==> src/rtl/adc_capture_buffer_if.sv <==
// adc_capture_buffer_if
//   Bus between the capture buffer, the ADC front end and the UART transmitter.
//   master : drives ADC sample, arm/force_trig pulses and trigger level;
//            receives the UART byte stream and status.
//   slave  : the capture buffer itself.
//   Signals:
//     adcIn[7:0]       ADC sample, unsigned
//     arm              1-cycle pulse, arm the trigger
//     force_trig       1-cycle pulse, trigger immediately
//     trig_level[7:0]  rising-edge trigger threshold
//     dataOut[7:0]     byte for the UART, held between strobes
//     readyToTransmit  1-cycle strobe, dataOut valid
//     busy             high while not idle
//     capture_done     1-cycle pulse at the end of a burst
interface adc_capture_buffer_if;
    logic [7:0] adcIn;
    logic       arm;
    logic       force_trig;
    logic [7:0] trig_level;
    logic [7:0] dataOut;
    logic       readyToTransmit;
    logic       busy;
    logic       capture_done;

    modport master (
        output adcIn, arm, force_trig, trig_level,
        input  dataOut, readyToTransmit, busy, capture_done
    );

    modport slave (
        input  adcIn, arm, force_trig, trig_level,
        output dataOut, readyToTransmit, busy, capture_done
    );
endinterface

==> src/rtl/adc_capture_buffer.sv <==
// adc_capture_buffer
//   Triggered capture stage between a parallel 8-bit ADC and a UART transmitter.
//   Samples the ADC every SAMPLE_DIV clocks; once triggered (rising crossing of
//   trig_level, or force_trig) it records DEPTH samples into RAM, then streams a
//   0xAA header followed by the samples as single-cycle byte strobes spaced
//   TX_GAP clocks apart.
//   Ports:
//     clk  system clock
//     rst  synchronous reset, active high
//     bus  adc_capture_buffer_if.slave (ADC input, controls, UART byte stream, status)
module adc_capture_buffer #(
    parameter int DEPTH      = 256,
    parameter int ADDR_W     = 8,
    parameter int SAMPLE_DIV = 27,
    parameter int TX_GAP     = 3744
) (
    input  logic                   clk,
    input  logic                   rst,
    adc_capture_buffer_if.slave    bus
);
    localparam int DIV_W = (SAMPLE_DIV > 1) ? $clog2(SAMPLE_DIV) : 1;
    localparam int GAP_W = (TX_GAP > 1) ? $clog2(TX_GAP) : 1;
    localparam logic [DIV_W-1:0]  DIV_LAST  = DIV_W'(SAMPLE_DIV - 1);
    localparam logic [GAP_W-1:0]  GAP_LAST  = GAP_W'(TX_GAP - 1);
    localparam logic [ADDR_W-1:0] ADDR_LAST = ADDR_W'(DEPTH - 1);
    localparam logic [ADDR_W:0]   TX_LAST   = (ADDR_W + 1)'(DEPTH);

    typedef enum logic [1:0] {IDLE, ARMED, CAPTURE, SEND} state_t;

    state_t              state, state_n;
    logic [DIV_W-1:0]    div;
    logic                strobe;
    logic [7:0]          prev;
    logic                prev_vld;
    logic [ADDR_W-1:0]   addr;
    logic [GAP_W-1:0]    gap;
    logic                gap_end;
    logic [ADDR_W:0]     tx_idx;     // data bytes already sent (0..DEPTH)
    logic [7:0]          data_q;
    logic                rtt_q;
    logic                done_q;
    logic                trig_hit;
    logic                wr_en;
    logic [ADDR_W-1:0]   wr_addr;
    logic [7:0]          mem [DEPTH];
    logic [7:0]          ram_q;

    assign strobe  = (div == DIV_LAST);
    assign gap_end = (gap == GAP_LAST);
    // trig_level == 0 can never satisfy prev < trig_level, so it never fires.
    assign trig_hit = prev_vld && (prev < bus.trig_level) && (bus.adcIn >= bus.trig_level);

    assign bus.dataOut         = data_q;
    assign bus.readyToTransmit = rtt_q;
    assign bus.capture_done    = done_q;
    assign bus.busy            = (state != IDLE);

    always_ff @(posedge clk) begin
        if (rst) state <= IDLE;
        else     state <= state_n;
    end

    always_comb begin
        state_n = state;
        case (state)
            // done_q is high exactly in the cycle after the burst ends; an arm
            // landing there belongs to the old burst and is dropped.
            IDLE:    if (bus.arm && !done_q) state_n = ARMED;
            ARMED:   if (bus.force_trig || (strobe && trig_hit)) state_n = CAPTURE;
            CAPTURE: if (strobe && addr == ADDR_LAST) state_n = SEND;
            SEND:    if (gap_end && tx_idx == TX_LAST) state_n = IDLE;
            default: state_n = IDLE;
        endcase
    end

    // Trigger sample (or a forced trigger landing on a strobe) goes to RAM[0].
    assign wr_en   = strobe && ((state == ARMED && state_n == CAPTURE) || state == CAPTURE);
    assign wr_addr = (state == ARMED) ? '0 : addr;

    // RAM: no reset, synchronous read. Read address tracks the next byte to
    // send so ram_q is ready well before its strobe (TX_GAP >= 2).
    always_ff @(posedge clk) begin
        if (wr_en) mem[wr_addr] <= bus.adcIn;
        ram_q <= mem[tx_idx[ADDR_W-1:0]];
    end

    always_ff @(posedge clk) begin
        if (rst) begin
            div      <= '0;
            prev     <= '0;
            prev_vld <= 1'b0;
            addr     <= '0;
            gap      <= '0;
            tx_idx   <= '0;
            data_q   <= '0;
            rtt_q    <= 1'b0;
            done_q   <= 1'b0;
        end else begin
            div    <= strobe ? '0 : div + 1'b1;
            rtt_q  <= 1'b0;
            done_q <= 1'b0;
            case (state)
                IDLE: if (state_n == ARMED) prev_vld <= 1'b0;
                ARMED: begin
                    if (strobe) begin
                        prev     <= bus.adcIn;
                        prev_vld <= 1'b1;
                    end
                    if (state_n == CAPTURE) addr <= strobe ? ADDR_W'(1) : '0;
                end
                CAPTURE: begin
                    if (strobe) addr <= addr + 1'b1;   // wraps to 0 after the last slot
                    if (state_n == SEND) begin
                        data_q <= 8'hAA;
                        rtt_q  <= 1'b1;
                        gap    <= '0;
                        tx_idx <= '0;
                    end
                end
                SEND: begin
                    if (gap_end) begin
                        gap <= '0;
                        if (tx_idx == TX_LAST) begin
                            done_q <= 1'b1;
                        end else begin
                            data_q <= ram_q;
                            rtt_q  <= 1'b1;
                            tx_idx <= tx_idx + 1'b1;
                        end
                    end else begin
                        gap <= gap + 1'b1;
                    end
                end
                default: ;
            endcase
        end
    end
endmodule

==> src/flat_wrapper.sv <==
// flat-port wrapper written by rule: the top's interface ports become plain ports
module adc_capture_buffer_flat 
#(
    parameter int DEPTH      = 256,
    parameter int ADDR_W     = 8,
    parameter int SAMPLE_DIV = 27,
    parameter int TX_GAP     = 3744
)
  (clk, rst, bus_adcIn, bus_arm, bus_force_trig, bus_trig_level, bus_dataOut, bus_readyToTransmit, bus_busy, bus_capture_done);
  adc_capture_buffer_if bus_i ();
  input  logic clk;
  input  logic rst;
  input wire logic [$bits(bus_i.adcIn)-1:0] bus_adcIn;
  input wire logic [$bits(bus_i.arm)-1:0] bus_arm;
  input wire logic [$bits(bus_i.force_trig)-1:0] bus_force_trig;
  input wire logic [$bits(bus_i.trig_level)-1:0] bus_trig_level;
  output wire logic [$bits(bus_i.dataOut)-1:0] bus_dataOut;
  output wire logic [$bits(bus_i.readyToTransmit)-1:0] bus_readyToTransmit;
  output wire logic [$bits(bus_i.busy)-1:0] bus_busy;
  output wire logic [$bits(bus_i.capture_done)-1:0] bus_capture_done;
  assign bus_i.adcIn = bus_adcIn;
  assign bus_i.arm = bus_arm;
  assign bus_i.force_trig = bus_force_trig;
  assign bus_i.trig_level = bus_trig_level;
  assign bus_dataOut = bus_i.dataOut;
  assign bus_readyToTransmit = bus_i.readyToTransmit;
  assign bus_busy = bus_i.busy;
  assign bus_capture_done = bus_i.capture_done;
  adc_capture_buffer #(.DEPTH(DEPTH), .ADDR_W(ADDR_W), .SAMPLE_DIV(SAMPLE_DIV), .TX_GAP(TX_GAP)) u_core (.clk(clk), .rst(rst), .bus(bus_i));
endmodule
==> config.mk <==
export PLATFORM = sky130hd
export DESIGN_NAME = adc_capture_buffer_flat
export DESIGN_NICKNAME = d
export VERILOG_FILES = /design/src/rtl/adc_capture_buffer_if.sv /design/src/rtl/adc_capture_buffer.sv /design/src/flat_wrapper.sv
export SDC_FILE = /design/constraint.sdc
export NUM_CORES = 2
export LEC_CHECK = 0
export BUFFER_PORTS_ARGS = -buffer_cell sky130_fd_sc_hd__buf_4
export CAP_MARGIN = 20
export CORE_UTILIZATION = 52
export DETAILED_ROUTE_END_ITERATION = 8
export PLACE_DENSITY = 0.64
export SLEW_MARGIN = 40
export SYNTH_ARGS = -nofsm -noshare
export SYNTH_HDL_FRONTEND = slang
export SYNTH_SLANG_ARGS = --single-unit
==> constraint.sdc <==
create_clock -name clk -period 4.84 [get_ports clk]
set_input_delay 0.242 -clock clk [delete_from_list [all_inputs] [get_ports clk]]
set_output_delay 0.242 -clock clk [all_outputs]
set_load 0.01 [all_outputs]
==> flow_metrics.env <==
export IMPL_rr_startpoint="u_core.tx_idx[2]"
export IMPL_synth_cells=3805
export IMPL_postCtsSetupBuffers=0
export IMPL_viasPerCell=6.48
export IMPL_grt_pass1_vias=39789
export IMPL_nets=4023
export IMPL_criticalPathCategory="flip-flop to flip-flop"
export IMPL_hold_path_end="u_core.state[1]"
export IMPL_synthTopCellsByArea="edfxtp_1, mux4_2, dfxtp_1"
export IMPL_busiest_layer="met2"
export IMPL_rows=145
export IMPL_dieArea_um2=160000
export IMPL_cp_required_ns=5.31
export IMPL_synthToLayoutAreaGrowth_pct=12.7
export IMPL_drcViolationCount=0
export IMPL_synth_area_per_cell_um2=21.7
export IMPL_syn_area_um2=82500
export IMPL_io_buffers=30
export IMPL_grt_use_met1_pct=38.9
export IMPL_leakagePower_nw=27.8
export IMPL_startpoint_type="flip-flop"
export IMPL_end_kind="flip-flop"
export IMPL_maxSlewHeadroom_pct=37.9
export IMPL_grt_overflow_total=0
export IMPL_cts_tree="built"
export IMPL_synthDistinctLibCells=66
export IMPL_finalCritPeriodShare_pct=81.4
export IMPL_synth_top_family_by_area="multiplexers"
export IMPL_first_pass_iters=6
export IMPL_cts_resized=0
export IMPL_die_h_um=400
export IMPL_coreArea_um2=157000
export IMPL_gr_usage_met2_pct=39.2
export IMPL_synth_xor_area_share_pct=0.117
export IMPL_synth_edf_count=2048
export IMPL_routed_wl_mm=208
export IMPL_synth_mux_area_share_pct=17.5
export IMPL_die_w_um=400
export IMPL_synth_top_cell_by_area="edfxtp_1"
export IMPL_start_util_pct=52.6
export IMPL_status="finished, final reports clean"
export IMPL_synth_common_cells="edfxtp_1, mux4_2, nor2_1"
export IMPL_reg2reg_to="u_core.mem[64][7]"
export IMPL_ys_async_sr_fraction_pct=0
export IMPL_holdPathStages=6
export IMPL_cts_hold_buffers=11
export IMPL_yosys_warnings=0
export IMPL_path_clk_slew_ns=0.07
export IMPL_clk_latency_ns=0.84
export IMPL_synth_seq_area_share_pct=76.1
export IMPL_ant_nets=0
export IMPL_synth_net_count=3850
export IMPL_reg2reg_depth=8
export IMPL_fin_setup_tns_ns=0
export IMPL_r2r_slack_ns=0.90
export IMPL_synth_fa_ha_area_share_pct=0.379
export IMPL_synth_top_area_share_pct=74.5
export IMPL_antenna_found_initial=11
export IMPL_cts_root_buf="clkbuf_16"
export IMPL_ys_seq_elements=2111
export IMPL_synthSimpleGateAreaFrac_pct=2.87
export IMPL_finalClockSkew_ns=0.0441
export IMPL_post_dp_hpwl_mm=127
export IMPL_clock_sinks=2111
export IMPL_clock_fmax_ghz=0.254
export IMPL_peakVddDrop_v=0.000431
export IMPL_worstPathMaxFanout=19
export IMPL_synth_compound_area_share_pct=1.60
export IMPL_rsz0062_at_grt="no"
export IMPL_max_cap_violations=0
export IMPL_drv_slew=0
export IMPL_routed_via_count=40288
export IMPL_fin_crit_ns=3.94
export IMPL_place_congestion=0.852
export IMPL_p_per_area_nw_per_um2=399
export IMPL_whs_ns=0.284
export IMPL_grt_pass1_wl_mm=298
export IMPL_routedWlPerCell_um=33.5
export IMPL_setup_viol=0
export IMPL_h_tree_depth=4
export IMPL_hold_start="bus_trig_level[7]"
export IMPL_hold_viol=0
export IMPL_yosysMostFrequentCell="edfxtp_1"
export IMPL_hp_class="input port to flip-flop"
export IMPL_grtUsageTotal_pct=26.2
export IMPL_io_pins=31
export IMPL_drive_gt1_share_pct=29.8
export IMPL_drt_iter0_drc=5499
export IMPL_crit_arrival_ns=4.41
export IMPL_synth_main_ff_cell="edfxtp_1"
export IMPL_cts_max_path_buffers=3
export IMPL_worstMarginPinSlew_ns=0.928
export IMPL_grt_max_degree=191
export IMPL_cts_buffers=207
export IMPL_met3_usage_pct=5.63
-- sequential cells by signal (all words and copies together), names as in the netlist --
| signal | count |
|---|---|
| u_core.mem | 2048 |
| u_core.div | 5 |
| u_core.bus.capture_done | 1 |
| u_core.tx_idx | 9 |
| u_core.prev_vld | 1 |
| u_core.bus.readyToTransmit | 1 |
| u_core.state | 2 |
| u_core.ram_q | 8 |
| u_core.prev | 8 |
| u_core.bus.dataOut | 8 |
| u_core.addr | 8 |
| u_core.gap | 12 |
-- metal layers --
layer | share of wire (%) | vias up
met2 | 46 | 2069
met1 | 41 | 21560
met3 | 9.5 | 340
met4 | 3.1 | 6
met5 | 0.021 | -
li1 | - | 16313
-- worst max-delay path: stages, from the launching register on --
cell,delay [ns]
dfxtp_4,0.47
nor2_1,0.63
and4_1,0.38
a211oi_1,0.11
o21ai_0,0.45
nand3_1,0.17
a22o_1,0.38
buf_4,0.31
nor2_1,0.65
-- logic make-up (layout without fill, tap and decap cells) --
kind of cell | count (synthesis) | count (layout)
compound gates | 197 | 197
xor+xnor | 11 | 11
fa+ha+maj | 25 | 25
buf+inv | 247 | 594
flops | 2111 | 2111
mux | 667 | 667
other cells | 0 | 4
simple gates | 547 | 547
-- metrics by stage --
step | std cells | util (%) | cell area (um^2) | setup WS (ns) | power, mW
after floorplan | 3805 | - | 82500 | 1.30 | 20.7
after global placement | 5813 | 54.6 | 85600 | 0.766 | 21.2
after detailed placement | 5815 | 54.7 | 85800 | 0.989 | 21.2
after CTS | 6209 | 59.1 | 92800 | 0.982 | 37.3
after global routing | 6211 | 59.2 | 93000 | 0.805 | 38.0
final | 6214 | 59.3 | 93000 | 0.898 | 37.1
-- worst max path at each step --
stage          cells after the start        startpoint            endpoint  slack (ns)
2_1_floorplan                     14  u_core.tx_idx[0]   u_core.mem[80][0]        1.30
3_3_place_gp                       7  u_core.tx_idx[0]     u_core.ram_q[1]        0.77
3_5_place_dp                       8  u_core.tx_idx[2]  u_core.mem[176][7]        0.99
4_1_cts                            9  u_core.tx_idx[0]     u_core.ram_q[2]        0.98
5_1_grt                            8  u_core.tx_idx[2]  u_core.mem[176][5]        0.81
6_report                           8  u_core.tx_idx[2]   u_core.mem[64][7]        0.90
-- power breakdown --
part | internal (mW) | leakage [nW] | switching [mW] | total, mW
logic | 0.183 | 5.52 | 0.606 | 0.789
registers | 20.0 | 18.9 | 0.0180 | 20.1
clock network | 9.40 | 3.34 | 6.87 | 16.3
total | 29.6 | 27.8 | 7.50 | 37.1
-- layout by cell type (no fill, tap or decap), types with 10 or more instances in the layout --
cell type      count
edfxtp_1        2048
mux4_2           619
nor2_1           224
clkbuf_16        211
buf_4            129
nor2_2           101
nand2_1           66
dfxtp_1           57
clkinv_1          45
a21oi_1           44
clkinv_2          44
mux2i_1           42
clkbuf_1          39
o21ai_0           36
nand3_1           35
inv_1             27
bufinv_16         26
ha_1              25
buf_12            22
nor3_1            20
a22oi_1           15
o221ai_1          11
a211oi_1          11
nor2b_1           11
nand2_2           11
clkbuf_8          11
dlygate4sd3_1     11
o22ai_1           10
-- cell type report --
| cell class | count | area (um^2) |
|---|---|---|
| clock buffer | 252 | 5450 |
| sequential | 2111 | 62800 |
| clock inverter | 131 | 1380 |
| timing repair buffer | 181 | 1780 |
| antenna | 4 | 10.0 |
| tap | 2058 | 2570 |
| fill | 11119 | 63900 |
| multi-input combinational | 1447 | 18900 |
| inverter | 30 | 118 |
No activity file was read; power rests on OpenSTA's default activity.
